`src/rtl/clk_meas_pkg.sv`:
```
// Shared state encoding and default parameter values for the clock ratio meter.
package clk_meas_pkg;

   typedef enum logic [1:0] {
      WAIT_FIRST = 2'd0,
      MEASURE    = 2'd1,
      LOCKED     = 2'd2
   } meas_state_e;

   localparam int DEF_CNT_W       = 16;
   localparam int DEF_SYNC_STAGES = 2;
   localparam int DEF_LOCK_CNT    = 3;
   localparam int DEF_MAX_PERIOD  = 1023;

endpackage

```
`src/rtl/clk_ratio_meter_edge_sync.sv`:
```
// Optional synchronizer chain on the measured clock followed by rise/fall detection.
module edge_sync
   import clk_meas_pkg::*;
#(
   parameter int SYNC_STAGES = DEF_SYNC_STAGES
)(
   input  logic clk,
   input  logic rst,
   input  logic clk_in,
   output logic s,
   output logic rise,
   output logic fall
);

   logic s_q_r;

   generate
      if (SYNC_STAGES == 0) begin : g_direct
         assign s = clk_in;
      end else begin : g_sync
         logic [SYNC_STAGES-1:0] sync_r;

         // Shift clk_in through the synchronizer chain
         always_ff @(posedge clk or posedge rst) begin
            if (rst) begin
               sync_r <= {SYNC_STAGES{1'b0}};
            end else begin
               sync_r[0] <= clk_in;
               for (int i = 1; i < SYNC_STAGES; i++) begin
                  sync_r[i] <= sync_r[i-1];
               end
            end
         end

         assign s = sync_r[SYNC_STAGES-1];
      end
   endgenerate

   // Delayed copy of the synchronized level for edge detection
   always_ff @(posedge clk or posedge rst) begin
      if (rst) begin
         s_q_r <= 1'b0;
      end else begin
         s_q_r <= s;
      end
   end

   assign rise = s & ~s_q_r;
   assign fall = ~s & s_q_r;

endmodule

```
`src/rtl/clk_ratio_meter.sv`:
```
// Measures period and high time of a divided clock, tracks lock and flags loss of edges.
module clk_ratio_meter
   import clk_meas_pkg::*;
#(
   parameter int CNT_W       = DEF_CNT_W,
   parameter int SYNC_STAGES = DEF_SYNC_STAGES,
   parameter int LOCK_CNT    = DEF_LOCK_CNT,
   parameter int MAX_PERIOD  = DEF_MAX_PERIOD
)(
   input  logic             clk,
   input  logic             rst,
   input  logic             clk_in,
   output logic [CNT_W-1:0] period,
   output logic [CNT_W-1:0] high_time,
   output logic             meas_valid,
   output logic             locked,
   output logic             err,
   output logic             timeout
);

   localparam int                 MATCH_W = $clog2(LOCK_CNT + 1);
   localparam logic [CNT_W-1:0]   MAX_C   = CNT_W'(MAX_PERIOD);
   localparam logic [MATCH_W-1:0] LOCK_M  = MATCH_W'(LOCK_CNT);

   logic               s_s, rise_s, fall_s, timeout_hit_s;
   logic [CNT_W-1:0]   cnt_r, hcnt_r, ref_r, ref_n;
   logic               high_open_r, seen_rise_r;
   logic [MATCH_W-1:0] match_r, match_n;
   meas_state_e        state_r, state_n;
   logic [CNT_W-1:0]   period_r, period_n, high_time_r, high_time_n;
   logic               meas_valid_r, meas_valid_n, locked_r, locked_n;
   logic               err_r, err_n, timeout_r, timeout_n;

   edge_sync #(.SYNC_STAGES(SYNC_STAGES)) u_edge_sync (
      .clk    (clk),
      .rst    (rst),
      .clk_in (clk_in),
      .s      (s_s),
      .rise   (rise_s),
      .fall   (fall_s)
   );

   // Timeout is armed while measuring, and also after a timeout so a stuck clock keeps reporting
   assign timeout_hit_s = (cnt_r == MAX_C) && !rise_s &&
                          ((state_r != WAIT_FIRST) || seen_rise_r);

   // Period/high-time counters; a timeout restarts cnt so it fires again MAX_PERIOD cycles later
   always_ff @(posedge clk or posedge rst) begin
      if (rst) begin
         cnt_r       <= CNT_W'(0);
         hcnt_r      <= CNT_W'(0);
         high_open_r <= 1'b0;
         seen_rise_r <= 1'b0;
      end else begin
         if (rise_s || timeout_hit_s) begin
            cnt_r <= CNT_W'(1);
         end else if (cnt_r != MAX_C) begin
            cnt_r <= cnt_r + CNT_W'(1);
         end else begin
            cnt_r <= cnt_r;
         end
         // high time covers the high phase that starts at the rise, up to its fall
         if (rise_s) begin
            hcnt_r      <= CNT_W'(1);
            high_open_r <= 1'b1;
            seen_rise_r <= 1'b1;
         end else begin
            if (s_s && high_open_r && (hcnt_r != MAX_C)) begin
               hcnt_r <= hcnt_r + CNT_W'(1);
            end else begin
               hcnt_r <= hcnt_r;
            end
            high_open_r <= fall_s ? 1'b0 : high_open_r;
            seen_rise_r <= seen_rise_r;
         end
      end
   end

   // Next-state and next-output decisions for the lock tracker
   always_comb begin
      state_n      = state_r;
      ref_n        = ref_r;
      match_n      = match_r;
      period_n     = period_r;
      high_time_n  = high_time_r;
      meas_valid_n = 1'b0;
      err_n        = 1'b0;
      timeout_n    = 1'b0;
      locked_n     = locked_r;
      case (state_r)
         WAIT_FIRST: begin
            if (rise_s) begin
               state_n = MEASURE;
               match_n = MATCH_W'(0);
            end else if (timeout_hit_s) begin
               timeout_n = 1'b1;
               err_n     = locked_r;
               locked_n  = 1'b0;
            end else begin
               state_n = WAIT_FIRST;
            end
         end
         MEASURE: begin
            if (rise_s) begin
               period_n     = cnt_r;
               high_time_n  = hcnt_r;
               meas_valid_n = 1'b1;
               // match==0 marks the first measurement after WAIT_FIRST
               if ((match_r != MATCH_W'(0)) && (cnt_r == ref_r)) begin
                  if (match_r >= LOCK_M) begin
                     match_n = LOCK_M;
                  end else begin
                     match_n = match_r + MATCH_W'(1);
                  end
               end else begin
                  ref_n   = cnt_r;
                  match_n = MATCH_W'(1);
               end
               if (match_n >= LOCK_M) begin
                  state_n  = LOCKED;
                  locked_n = 1'b1;
               end else begin
                  state_n  = MEASURE;
                  locked_n = 1'b0;
               end
            end else if (timeout_hit_s) begin
               timeout_n = 1'b1;
               err_n     = locked_r;
               locked_n  = 1'b0;
               match_n   = MATCH_W'(0);
               state_n   = WAIT_FIRST;
            end else begin
               state_n = MEASURE;
            end
         end
         LOCKED: begin
            if (rise_s) begin
               period_n     = cnt_r;
               high_time_n  = hcnt_r;
               meas_valid_n = 1'b1;
               if (cnt_r == ref_r) begin
                  state_n  = LOCKED;
                  locked_n = 1'b1;
               end else begin
                  err_n    = 1'b1;
                  locked_n = 1'b0;
                  ref_n    = cnt_r;
                  match_n  = MATCH_W'(1);
                  state_n  = MEASURE;
               end
            end else if (timeout_hit_s) begin
               timeout_n = 1'b1;
               err_n     = locked_r;
               locked_n  = 1'b0;
               match_n   = MATCH_W'(0);
               state_n   = WAIT_FIRST;
            end else begin
               state_n = LOCKED;
            end
         end
         default: begin
            state_n  = WAIT_FIRST;
            locked_n = 1'b0;
            match_n  = MATCH_W'(0);
         end
      endcase
   end

   // State and registered outputs
   always_ff @(posedge clk or posedge rst) begin
      if (rst) begin
         state_r      <= WAIT_FIRST;
         ref_r        <= CNT_W'(0);
         match_r      <= MATCH_W'(0);
         period_r     <= CNT_W'(0);
         high_time_r  <= CNT_W'(0);
         meas_valid_r <= 1'b0;
         locked_r     <= 1'b0;
         err_r        <= 1'b0;
         timeout_r    <= 1'b0;
      end else begin
         state_r      <= state_n;
         ref_r        <= ref_n;
         match_r      <= match_n;
         period_r     <= period_n;
         high_time_r  <= high_time_n;
         meas_valid_r <= meas_valid_n;
         locked_r     <= locked_n;
         err_r        <= err_n;
         timeout_r    <= timeout_n;
      end
   end

   assign period     = period_r;
   assign high_time  = high_time_r;
   assign meas_valid = meas_valid_r;
   assign locked     = locked_r;
   assign err        = err_r;
   assign timeout    = timeout_r;

endmodule

```
`config.mk`:
```
export PLATFORM = sky130hd
export DESIGN_NAME = clk_ratio_meter
export DESIGN_NICKNAME = d
export VERILOG_FILES = /design/src/rtl/clk_meas_pkg.sv /design/src/rtl/clk_ratio_meter_edge_sync.sv /design/src/rtl/clk_ratio_meter.sv
export SDC_FILE = /design/constraint.sdc
export NUM_CORES = 1
export LEC_CHECK = 0
export BUFFER_PORTS_ARGS = -buffer_cell sky130_fd_sc_hd__buf_2
export CAP_MARGIN = 30
export CORE_MARGIN = 4
export CORE_UTILIZATION = 23
export CTS_BUF_LIST = sky130_fd_sc_hd__clkbuf_16
export DETAILED_ROUTE_END_ITERATION = 8
export PLACE_DENSITY_LB_ADDON = 0.2
export RECOVER_POWER = 50
export SETUP_SLACK_MARGIN = 0.4
export SLEW_MARGIN = 20
export SYNTH_ARGS = -nofsm -noshare
export SYNTH_HDL_FRONTEND = slang
export SYNTH_SLANG_ARGS = --single-unit
```
`constraint.sdc`:
```
create_clock -name clk -period 3.8 [get_ports clk]
set_input_delay 0.57 -clock clk [delete_from_list [all_inputs] [get_ports clk]]
set_output_delay 0.57 -clock clk [all_outputs]
set_load 0.05 [all_outputs]
```
==> summary.md, run 1 <==
| Metric | Value |
|---|---|
| Status | finished with violations |
| Violated checks | max-capacitance violations, max-slew violations |
| CTS Hold Bufs | 0 |
| Met3 wire len | 370 µm |
| Area growth syn-to-layout | 17.8% |
| Metal2 WL | 4.37 mm |
| Seq cells post-synth | 93 |
| Sink Count | 93 |
| Reg2reg start | cnt_r[0] |
| Worst Hold Class | input pin to flip-flop |
| Synth Flop Type | dfrtp_1 |
| CTS tree | done |
| ANT cells | 0 |
| Worst-Skew Late Latency | 0.35 ns |
| Distinct cell type count after synthesis | 45 |
| CP Cell Sequence | ha_1 > or4bb_1 > or4_1 > o21bai_2 > o22ai_1 > o22a_1 |
| RSZ-0062 raised after global routing | false |
| Total Power | 2.84 mW |
| Post-DP HPWL | 6.42 mm |
| Die area | 0.0210 mm² |
| First-iteration detailed-routing DRC count | 156 |
| Root Buffer | clkbuf_16 |
| # IOs | 39 |
| GRT Total Usage | 9.65% |
| Final cycle utilization of the critical path | 74.9% |
| CTS Buf Count | 9 |
| WL met1 | 4.49 mm |
| Vias in the first global route | 2917 |
| Final period demand of the worst path | 2.84 ns |
| Post-Route WL | 9.36 mm |
| Placement row count | 49 |
| Synth Net Count | 385 |
| DRC | 0 |
| Area of the multi-input gates | 0.00186 mm² |
| Worst Path Max Fanout | 13 |
| Slowest Stage Delay on Critical Path | 0.57 ns |
| Total gr overflow | 0 |
| Die Wd | 145 µm |
| Largest net degree at the start of global routing | 57 |
| Type of origin of the critical path | flip-flop |
| Antenna violations before repair | 0 |
| First-pass GRT wire length | 15.6 mm |
| Crit path kind | flip-flop to flip-flop |
| Top layer in use | met4 |
| Filler cell count | 1901 |
| Die height | 145 µm |
| Cell taking the most area after synthesis | dfrtp_1 |
| Post-synth ARST share | 100% |
| Synth warnings | 0 |
| Arr. time, crit path | 3.08 ns |
| Post-synth EDFFs | 0 |
| Routed Antenna Nets | 0 |
| CP max stage cell | or4_1 |
| Worst Path Required | 4.03 ns |
| CTS clock-pin slew for the worst setup and hold paths | 0.07 ns |
| Fin. max-slew vios | 57 |
| Starting Density | 23.7% |
| # H-tree levels | 3 |
| Pleak | 2.29 nW |
| Setup Skew | 0.00636 ns |
| Resized Gates After CTS | 0 |
| Vias | 2878 |
| Layout cells sized above 1 | 23.8% |
| Final #Nets | 422 |
| Synth top area cells | dfrtp_1 54%, mux2_2 13%, xnor2_1 5.7% |
| Post-route cell area | 0.00507 mm² |
| Critical Path End Type | flip-flop |
| Avg WL per Cell | 14.5 µm |
| Endpoints failing hold | 0 |
| Synth top area share | 54.0% |
| Setup violators final | 0 |
| Core Box Area | 0.0182 mm² |
| Placed cell areas | 0.00476 mm² |
| Mapped Area | 0.00431 mm² |
| CP delay by family, top | simple AND/OR/NAND/NOR gates |
| Synthesized instance count | 374 |
| Sequential cell area fraction in the yosys report | 54.0% |
| Post-CTS setup buffer count | 0 |
| Crit path from | cnt_r[0] |
| Slew HR | -69.8% |
| F_max | 0.352 GHz |
| Tightest Pin Transition | 2.53 ns |
| Reg area | 0.00233 mm² |
| Pre-antenna DRT Iters | 4 |
| Port Buffers | 38 |
| Setup TNS | 0 ns |
| Hold_sp | clk_in |
| Peak supply drop | 0.233 mV |
| Syn_area_per_cell | 11.5 µm² |
| Placer Congestion | 0.731 |
| Clock buffer depth | 2 |
| Vias/cell | 4.46 |
| Pwr/cell area | 561 mW/mm² |
| Max Cap Violations | 1 |
| WP buf/inv | 0 |
per-stage QoR:
step	worst slack (ns)	hold slack [ns]	util, %	instances
after floorplan	0.810	0.331	-	374
after global placement	0.995	0.341	26.1	629
after detailed placement	0.921	0.342	26.1	629
after CTS	0.908	0.305	28.0	645
after global routing	0.534	0.305	27.9	645
final	0.955	0.322	27.9	645
path summary, 6_finish.rpt:
check / end / slack [ns] / cells after the start
max in group asynchronous: period[9] / 1.19 / 3
setup reg to reg: match_r[1] / 0.96 / 6
hold reg to reg: u_edge_sync.g_sync.sync_r[1] / 0.35 / 0
min in group asynchronous: high_time[5] / 0.90 / 2
setup / recovery: match_r[1] / 0.96 / 6
hold / removal: u_edge_sync.g_sync.sync_r[0] / 0.32 / 1
metal layers:
metal / track usage (%) / vias up
met5: 0 / -
li1: - / 1379
met2: 15.4 / 60
met4: 2.80 / 0
met1: 12.5 / 1424
met3: 3.25 / 15
Yosys cell counts (all sizes together) (8+ instances only):
cell type and count:
a21oi 10, clkbuf 15, dfrtp 93, ha 8, inv 8, mux2 48, nand2 18, nand3 15
nand4 12, nor2 34, nor3 8, xnor2 28, xor2 11
report_power, final:
group / switching [mW] / total, mW / leakage, nW / internal, mW
clock network: 0.393 / 1.03 / 0.167 / 0.641
logic: 0.377 / 0.621 / 0.879 / 0.244
registers: 0.0994 / 1.19 / 1.25 / 1.09
total: 0.869 / 2.84 / 2.29 / 1.97
kinds of logic after synthesis:
logic type	synth area share (%)
DFF	54.0
AOI/OAI and AO/OA	4.88
adders and majority gates	2.32
xor gates and xnor gates	7.93
muxes	12.8
and+or+nand+nor	15.3
buffers and inverters	2.79
sequential cells by signal (all words and copies together), names as in the netlist:
register and count:
high_open_r 1, match_r 2, err 1, state_r 2, cnt_r 16, period 16, u_edge_sync.g_sync.sync_r 2, timeout 1
ref_r 16, high_time 16, seen_rise_r 1, u_edge_sync.s_q_r 1, hcnt_r 16, locked 1, meas_valid 1
worst reg2reg max path: stages (launching register included):
cell and delay (ns):
dfrtp_1 0.45, ha_1 0.27, or4bb_1 0.52, or4_1 0.57, o21bai_2 0.54, o22ai_1 0.18
o22a_1 0.20
area by class of cell:
cell class,count,share of cell area (%)
Clock buffer,9,4.44
Clock inverter,7,2.27
Sequential cell,93,45.9
Multi-Input combinational cell,253,36.7
Timing Repair Buffer,46,4.49
Inverter,8,0.617
Tap cell,229,5.65
layout by cell type (no fill, tap or decap), types with 7 or more instances in the layout:
master      n
xnor2_1    28
ha_1        8
nand3_1    15
nor2_1     34
a21oi_1    10
inv_1       8
mux2_2     48
buf_4       7
buf_2      23
nor3_1      7
clkbuf_16   9
dfrtp_1    93
nand2_1    18
nand4_1    12
xor2_1     11
clkbuf_1   16
o21ai_0     7
Note: power is estimated with default switching activity, not from simulation.
==> run 2, diff against run 1 <==
Clock period 3.8 ns to 2.8 ns, I/O delays scaled along.
==> summary.md, run 2 (synthesis gave the netlist of run 1 again) <==
| Metric | Value |
|---|---|
| Vias in the first global route | 3059 (was 2917) |
| Max Cap Violations | 1 (unchanged) |
| Port Buffers | 38 (unchanged) |
| Setup TNS | 0 ns (unchanged) |
| Violated checks | max-capacitance violations (was max-capacitance violations, max-slew violations) |
| Type of origin of the critical path | flip-flop (unchanged) |
| Post-DP HPWL | 6.72 mm (was 6.42 mm) |
| CTS clock-pin slew for the worst setup and hold paths | 0.06 ns (was 0.07 ns) |
| Status | finished with violations (unchanged) |
| Post-layout util | 28.3% (was 27.9%) |
| Flop pwr share | 43.3% (was 41.8%) |
| Critical Path End Type | flip-flop (unchanged) |
| Setup Skew | 0.00767 ns (was 0.00636 ns) |
| Routed Antenna Nets | 0 (unchanged) |
| Final #Nets | 436 (was 422) |
| P_sw | 1.18 mW (was 0.869 mW) |
| Worst-Skew Late Latency | 0.34 ns (was 0.35 ns) |
| Layout cells sized above 1 | 27.2% (was 23.8%) |
| Tightest Pin Transition | 1.46 ns (was 2.53 ns) |
| Final cycle utilization of the critical path | 82.6% (was 74.9%) |
| Sink Count | 93 (unchanged) |
| # IOs | 39 (unchanged) |
| Fin. max-slew vios | 0 (was 57) |
| Logic gate share of total power | 24.8% (was 21.8%) |
| Clock network power share | 31.9% (was 36.4%) |
| Crit path kind | flip-flop to flip-flop (unchanged) |
| Post-Route WL | 9.61 mm (was 9.36 mm) |
| Starting Density | 23.7% (unchanged) |
| Slew HR | 1.97% (was -69.8%) |
| Worst Path Required | 3.03 ns (was 4.03 ns) |
| Most common cell after layout, fill and taps aside | dfrtp_1 (unchanged) |
| Pleak | 2.35 nW (was 2.29 nW) |
| Pint | 2.53 mW (was 1.97 mW) |
| Placer Congestion | 0.748 (was 0.731) |
| Clock buffer depth | 2 (unchanged) |
| Avg WL per Cell | 14.6 µm (was 14.5 µm) |
| First-iteration detailed-routing DRC count | 104 (was 156) |
| Die Wd | 145 µm (unchanged) |
| Worst Hold Class | input pin to flip-flop (unchanged) |
| Worst Path Max Fanout | 6 (was 13) |
| Vias | 2914 (was 2878) |
| Largest net degree at the start of global routing | 33 (was 57) |
| Pre-antenna DRT Iters | 4 (unchanged) |
| # H-tree levels | 3 (unchanged) |
| Die height | 145 µm (unchanged) |
| CTS Buf Count | 9 (unchanged) |
| ANT cells | 0 (unchanged) |
| CTS tree | done (unchanged) |
| First-pass GRT wire length | 16.2 mm (was 15.6 mm) |
| Arr. time, crit path | 2.55 ns (was 3.08 ns) |
| Die area | 0.0210 mm² (unchanged) |
| Peak supply drop | 0.368 mV (was 0.233 mV) |
| Most frequent cells in the layout | 92 x dfrtp_1, 48 x mux2_2, 34 x nor2_1, 28 x xnor2_1, 23 x buf_2 (was 93 x dfrtp_1, 48 x mux2_2, 34 x nor2_1, 28 x xnor2_1, 23 x buf_2) |
| Area growth syn-to-layout | 19.5% (was 17.8%) |
| Core Box Area | 0.0182 mm² (unchanged) |
| Total gr overflow | 0 (unchanged) |
| CTS Hold Bufs | 0 (unchanged) |
| F_max | 0.432 GHz (was 0.352 GHz) |
| Antenna violations before repair | 0 (unchanged) |
| Pwr/cell area | 720 mW/mm² (was 561 mW/mm²) |
| GRT Total Usage | 10.0% (was 9.65%) |
| Vias/cell | 4.42 (was 4.46) |
| Endpoints failing hold | 0 (unchanged) |
| RSZ-0062 raised after global routing | true (was false) |
| Placement row count | 49 (unchanged) |
| Final period demand of the worst path | 2.31 ns (was 2.84 ns) |
| DRC | 0 (unchanged) |
| Setup violators final | 0 (unchanged) |
| Switching share of power | 31.7% (was 30.6%) |
| Root Buffer | clkbuf_16 (unchanged) |
==> run 2: cell types whose count changed in the layout (fill, tap and decap cells not counted), moves of 2 or more <==
cell and delta:
clkinv_2 +3, bufinv_16 -2, buf_4 +12, nor4_1 -2, nor4_2 +2
==> run 2: layout make-up <==
type / instances / area (µm²)
clock buffers: 9 / 225
repair buffers: 60 / 327
well taps: 229 / 287
multi-input cells: 253 / 1890
flip-flops and latches: 93 / 2330
clock inverters: 7 / 57.6
fillers: 1877 / 13100
inverters: 8 / 31.3
==> run 2: routing by layer <==
| layer | up-vias | global-route usage, % | wire [µm] |
|---|---|---|---|
| met2 | 56 | 15.7 | 4650 |
| met4 | 0 | 2.60 | 135 |
| met1 | 1440 | 13.2 | 4350 |
| met5 | - | 0 | 0 |
| met3 | 11 | 3.68 | 479 |
| li1 | 1407 | - | - |
==> run 2: critical path, stage by stage, from the launching register on <==
cell and delay (ns):
dfrtp_2 0.41, ha_4 0.17, or4bb_1 0.52, or4_4 0.49, or3_1 0.39, a2bb2oi_1 0.16, nor2_1 0.06
==> run 2: path summary, 6_finish.rpt <==
path	start	end	slack (ns)	cells after the start
min reg2reg	u_edge_sync.g_sync.sync_r[0]	u_edge_sync.g_sync.sync_r[1]	0.35	0
max reg2reg	cnt_r[1]	match_r[0]	0.49	6
min in group asynchronous	rst	high_time[2]	0.40	2
max	cnt_r[1]	match_r[0]	0.49	6
min	clk_in	u_edge_sync.g_sync.sync_r[0]	0.19	1
max in group asynchronous	rst	cnt_r[1]	0.70	3
==> run 2: metrics by stage <==
step	instance area (µm²)	cells	power, mW	setup slack [ns]	hold slack, ns
finish	5140	659	3.71	0.486	0.190
global route	5140	659	3.93	0.228	0.170
CTS	5150	657	3.74	0.352	0.172
detailed placement	4860	641	2.52	0.238	0.342
global placement	4860	641	2.51	0.310	0.341
floorplan	4310	374	2.28	0.451	0.331
==> run 2: power groups by stage <==
stage | registers [mW] | clock network (mW) | logic [mW]
floorplan | 1.75 | 0 | 0.534
global placement | 1.62 | 0 | 0.894
detailed placement | 1.63 | 0 | 0.898
CTS | 1.60 | 1.23 | 0.903
global route | 1.63 | 1.29 | 1.02
finish | 1.60 | 1.18 | 0.919
==> run 2: what timing repair did <==
item                       in CTS  in global routing
setup endpoints to repair      19                 38
setup buffers                   0                  2
resized for setup               3                  4
==> run 3, diff against run 2 <==
Clock period 2.8 ns to 2.08 ns, I/O delays scaled along.
==> summary.md, run 3 (synthesis gave the netlist of run 1 again) <==
| Metric | Value |
|---|---|
| Status | finished with violations (unchanged) |
| Violated checks | negative setup slack (was max-capacitance violations) |
| GRT Total Usage | 10.5% (was 10.0%) |
| DRC | 0 (unchanged) |
| Critical path's most frequent cell | or4_4 |
| Arr. time, crit path | 2.42 ns (was 2.55 ns) |
| Vias | 3092 (was 2914) |
| Die area | 0.0210 mm² (unchanged) |
| Most common cell after layout, fill and taps aside | dfrtp_1 (unchanged) |
| Die height | 145 µm (unchanged) |
| Critical Path End Type | flip-flop (unchanged) |
| Root Buffer | clkbuf_16 (unchanged) |
| Post-route cell area | 0.00610 mm² (was 0.00514 mm²) |
| Post-Route WL | 10.5 mm (was 9.61 mm) |
| # H-tree levels | 3 (unchanged) |
| Antenna violations before repair | 0 (unchanged) |
| Pwr/cell area | 947 mW/mm² (was 720 mW/mm²) |
| # IOs | 39 (unchanged) |
| CTS Hold Bufs | 0 (unchanged) |
| Placed cell areas | 0.00523 mm² (was 0.00486 mm²) |
| Critical path depth | 6 (unchanged) |
| Slowest Stage Delay on Critical Path | 0.56 ns (was 0.52 ns) |
| Type of origin of the critical path | flip-flop (unchanged) |
| Largest net degree at the start of global routing | 94 (was 33) |
| First-pass GRT wire length | 16.9 mm (was 16.2 mm) |
| Vias/cell | 4.39 (was 4.42) |
| Worst Path Max Fanout | 5 (was 6) |
| ANT cells | 0 (unchanged) |
| Endpoints failing hold | 0 (unchanged) |
| Area growth syn-to-layout | 41.7% (was 19.5%) |
| Routed Antenna Nets | 0 (unchanged) |
| Worst-Skew Late Latency | 0.35 ns (was 0.34 ns) |
| Most frequent cells in the layout | 92 x dfrtp_1, 47 x buf_4, 37 x buf_2, 33 x mux2_2, 32 x nor2_1 (was 92 x dfrtp_1, 48 x mux2_2, 34 x nor2_1, 28 x xnor2_1, 23 x buf_2) |
| Reg-to-Reg End | cnt_r[9] (was match_r[0]) |
| Final cycle utilization of the critical path | 103% (was 82.6%) |
| First-iteration detailed-routing DRC count | 103 (was 104) |
| Worst Hold End | u_edge_sync.g_sync.sync_r[0] (unchanged) |
| Fin. max-slew vios | 0 (unchanged) |
| Die Wd | 145 µm (unchanged) |
| Final #Nets | 482 (was 436) |
| CTS Buf Count | 9 (unchanged) |
| Setup slack after layout | -0.0643 ns (was 0.486 ns) |
| Placed insts | 671 (was 641) |
| Avg WL per Cell | 14.9 µm (was 14.6 µm) |
| R2R Setup Slk | -0.06 ns (was 0.49 ns) |
| Reg2reg start | cnt_r[13] (was cnt_r[1]) |
| F_max | 0.466 GHz (was 0.432 GHz) |
| CP max stage cell | or4_4 (was or4bb_1) |
| Total Power | 5.78 mW (was 3.71 mW) |
| Total gr overflow | 0 (unchanged) |
| Setup violators final | 6 (was 0) |
| Crit path kind | flip-flop to flip-flop (unchanged) |
| Vias in the first global route | 3183 (was 3059) |
| Placement row count | 49 (unchanged) |
| Port Buffers | 38 (unchanged) |
| Layout cells sized above 1 | 45.6% (was 27.2%) |
| Tightest Pin Transition | 1.29 ns (was 1.46 ns) |
| Hold_sp | clk_in (unchanged) |
| Final period demand of the worst path | 2.14 ns (was 2.31 ns) |
| WP buf/inv | 1 (was 0) |
| RSZ-0062 raised after global routing | true (unchanged) |
| Sink Count | 93 (unchanged) |
| Starting Density | 23.7% (unchanged) |
| Worst Path Required | 2.36 ns (was 3.03 ns) |
| Hold WS | 0.0663 ns (was 0.190 ns) |
| CTS tree | done (unchanged) |
| Hold Path Depth | 1 (unchanged) |
| Core Box Area | 0.0182 mm² (unchanged) |
| Pre-antenna DRT Iters | 4 (unchanged) |
| Slew HR | 14.2% (was 1.97%) |
| Post-DP HPWL | 6.82 mm (was 6.72 mm) |
| Worst Hold Class | input pin to flip-flop (unchanged) |
| Setup Skew | 0.00788 ns (was 0.00767 ns) |
| Max Cap Violations | 0 (was 1) |
| Layout Cells excl Fill | 705 (was 659) |
| Peak supply drop | 0.480 mV (was 0.368 mV) |
| Pleak | 2.85 nW (was 2.35 nW) |
| CTS clock-pin slew for the worst setup and hold paths | 0.07 ns (was 0.06 ns) |
| Post-layout util | 33.5% (was 28.3%) |
| Clock buffer depth | 2 (unchanged) |
| Placer Congestion | 0.757 (was 0.748) |
| CP Cell Sequence | or4_4 > or4_4 > and2_4 > buf_6 > a41o_1 > nor2_1 (was ha_4 > or4bb_1 > or4_4 > or3_1 > a2bb2oi_1 > nor2_1) |
| CP delay by family, top | simple AND/OR/NAND/NOR gates (unchanged) |
| Reg2Reg Depth | 6 (unchanged) |
## run 3: cell types whose count changed in the layout (fill, tap and decap cells not counted), moves of 9 or more
cell      change
buf_2        +14
buf_4        +28
buf_6        +12
clkbuf_1     -16
mux2_2       -15
mux2_4       +15
xnor2_1       -9
xnor2_2       +9
## run 3: final cells by class
cell class | instances | area [µm²]
Clock buffer | 9 | 225
Clock inverter | 7 | 123
Fill cell | 1810 | 12100
Inverter | 8 | 46.3
Multi-Input combinational cell | 253 | 2230
Sequential cell | 93 | 2330
Tap cell | 229 | 287
Timing Repair Buffer | 106 | 862
## run 3: repair_timing
action | CTS | global route
cloned | 2 | 2
resized for setup | 53 | 21
pin swaps | 22 | 14
buffers inserted | 8 | 6
endpoints found under the setup margin | 85 | 85
## run 3: power by group
part / switching (mW) / internal, mW / leakage (nW) / total (mW)
combinational: 0.927 / 0.811 / 1.44 / 1.74
clock: 0.727 / 1.18 / 0.162 / 1.91
sequential: 0.141 / 1.99 / 1.25 / 2.13
## run 3: worst max-delay path by stage
stage | from | endpoint | slack (ns)
finish | cnt_r[13] | cnt_r[9] | -0.06
floorplan | cnt_r[0] | match_r[0] | -0.13
CTS | cnt_r[14] | locked | -0.06
detailed placement | cnt_r[15] | ref_r[10] | -0.07
global placement | cnt_r[0] | match_r[0] | -0.05
global route | cnt_r[1] | locked | -0.16
## run 3: metal layers
metal | track usage [%] | vias up | share of wire (%)
met4 | 2.50 | 0 | 1.3
met5 | 0 | - | 0
met1 | 13.4 | 1524 | 47
li1 | - | 1502 | -
met3 | 3.58 | 9 | 4.0
met2 | 17.1 | 57 | 48
## run 3: stage by stage
stage | TNS, ns | setup slack [ns]
global placement | -0.747 | -0.0535
finish | -0.190 | -0.0643
detailed placement | -1.21 | -0.0710
global route | -1.75 | -0.164
CTS | -0.230 | -0.0649
floorplan | -0.687 | -0.134
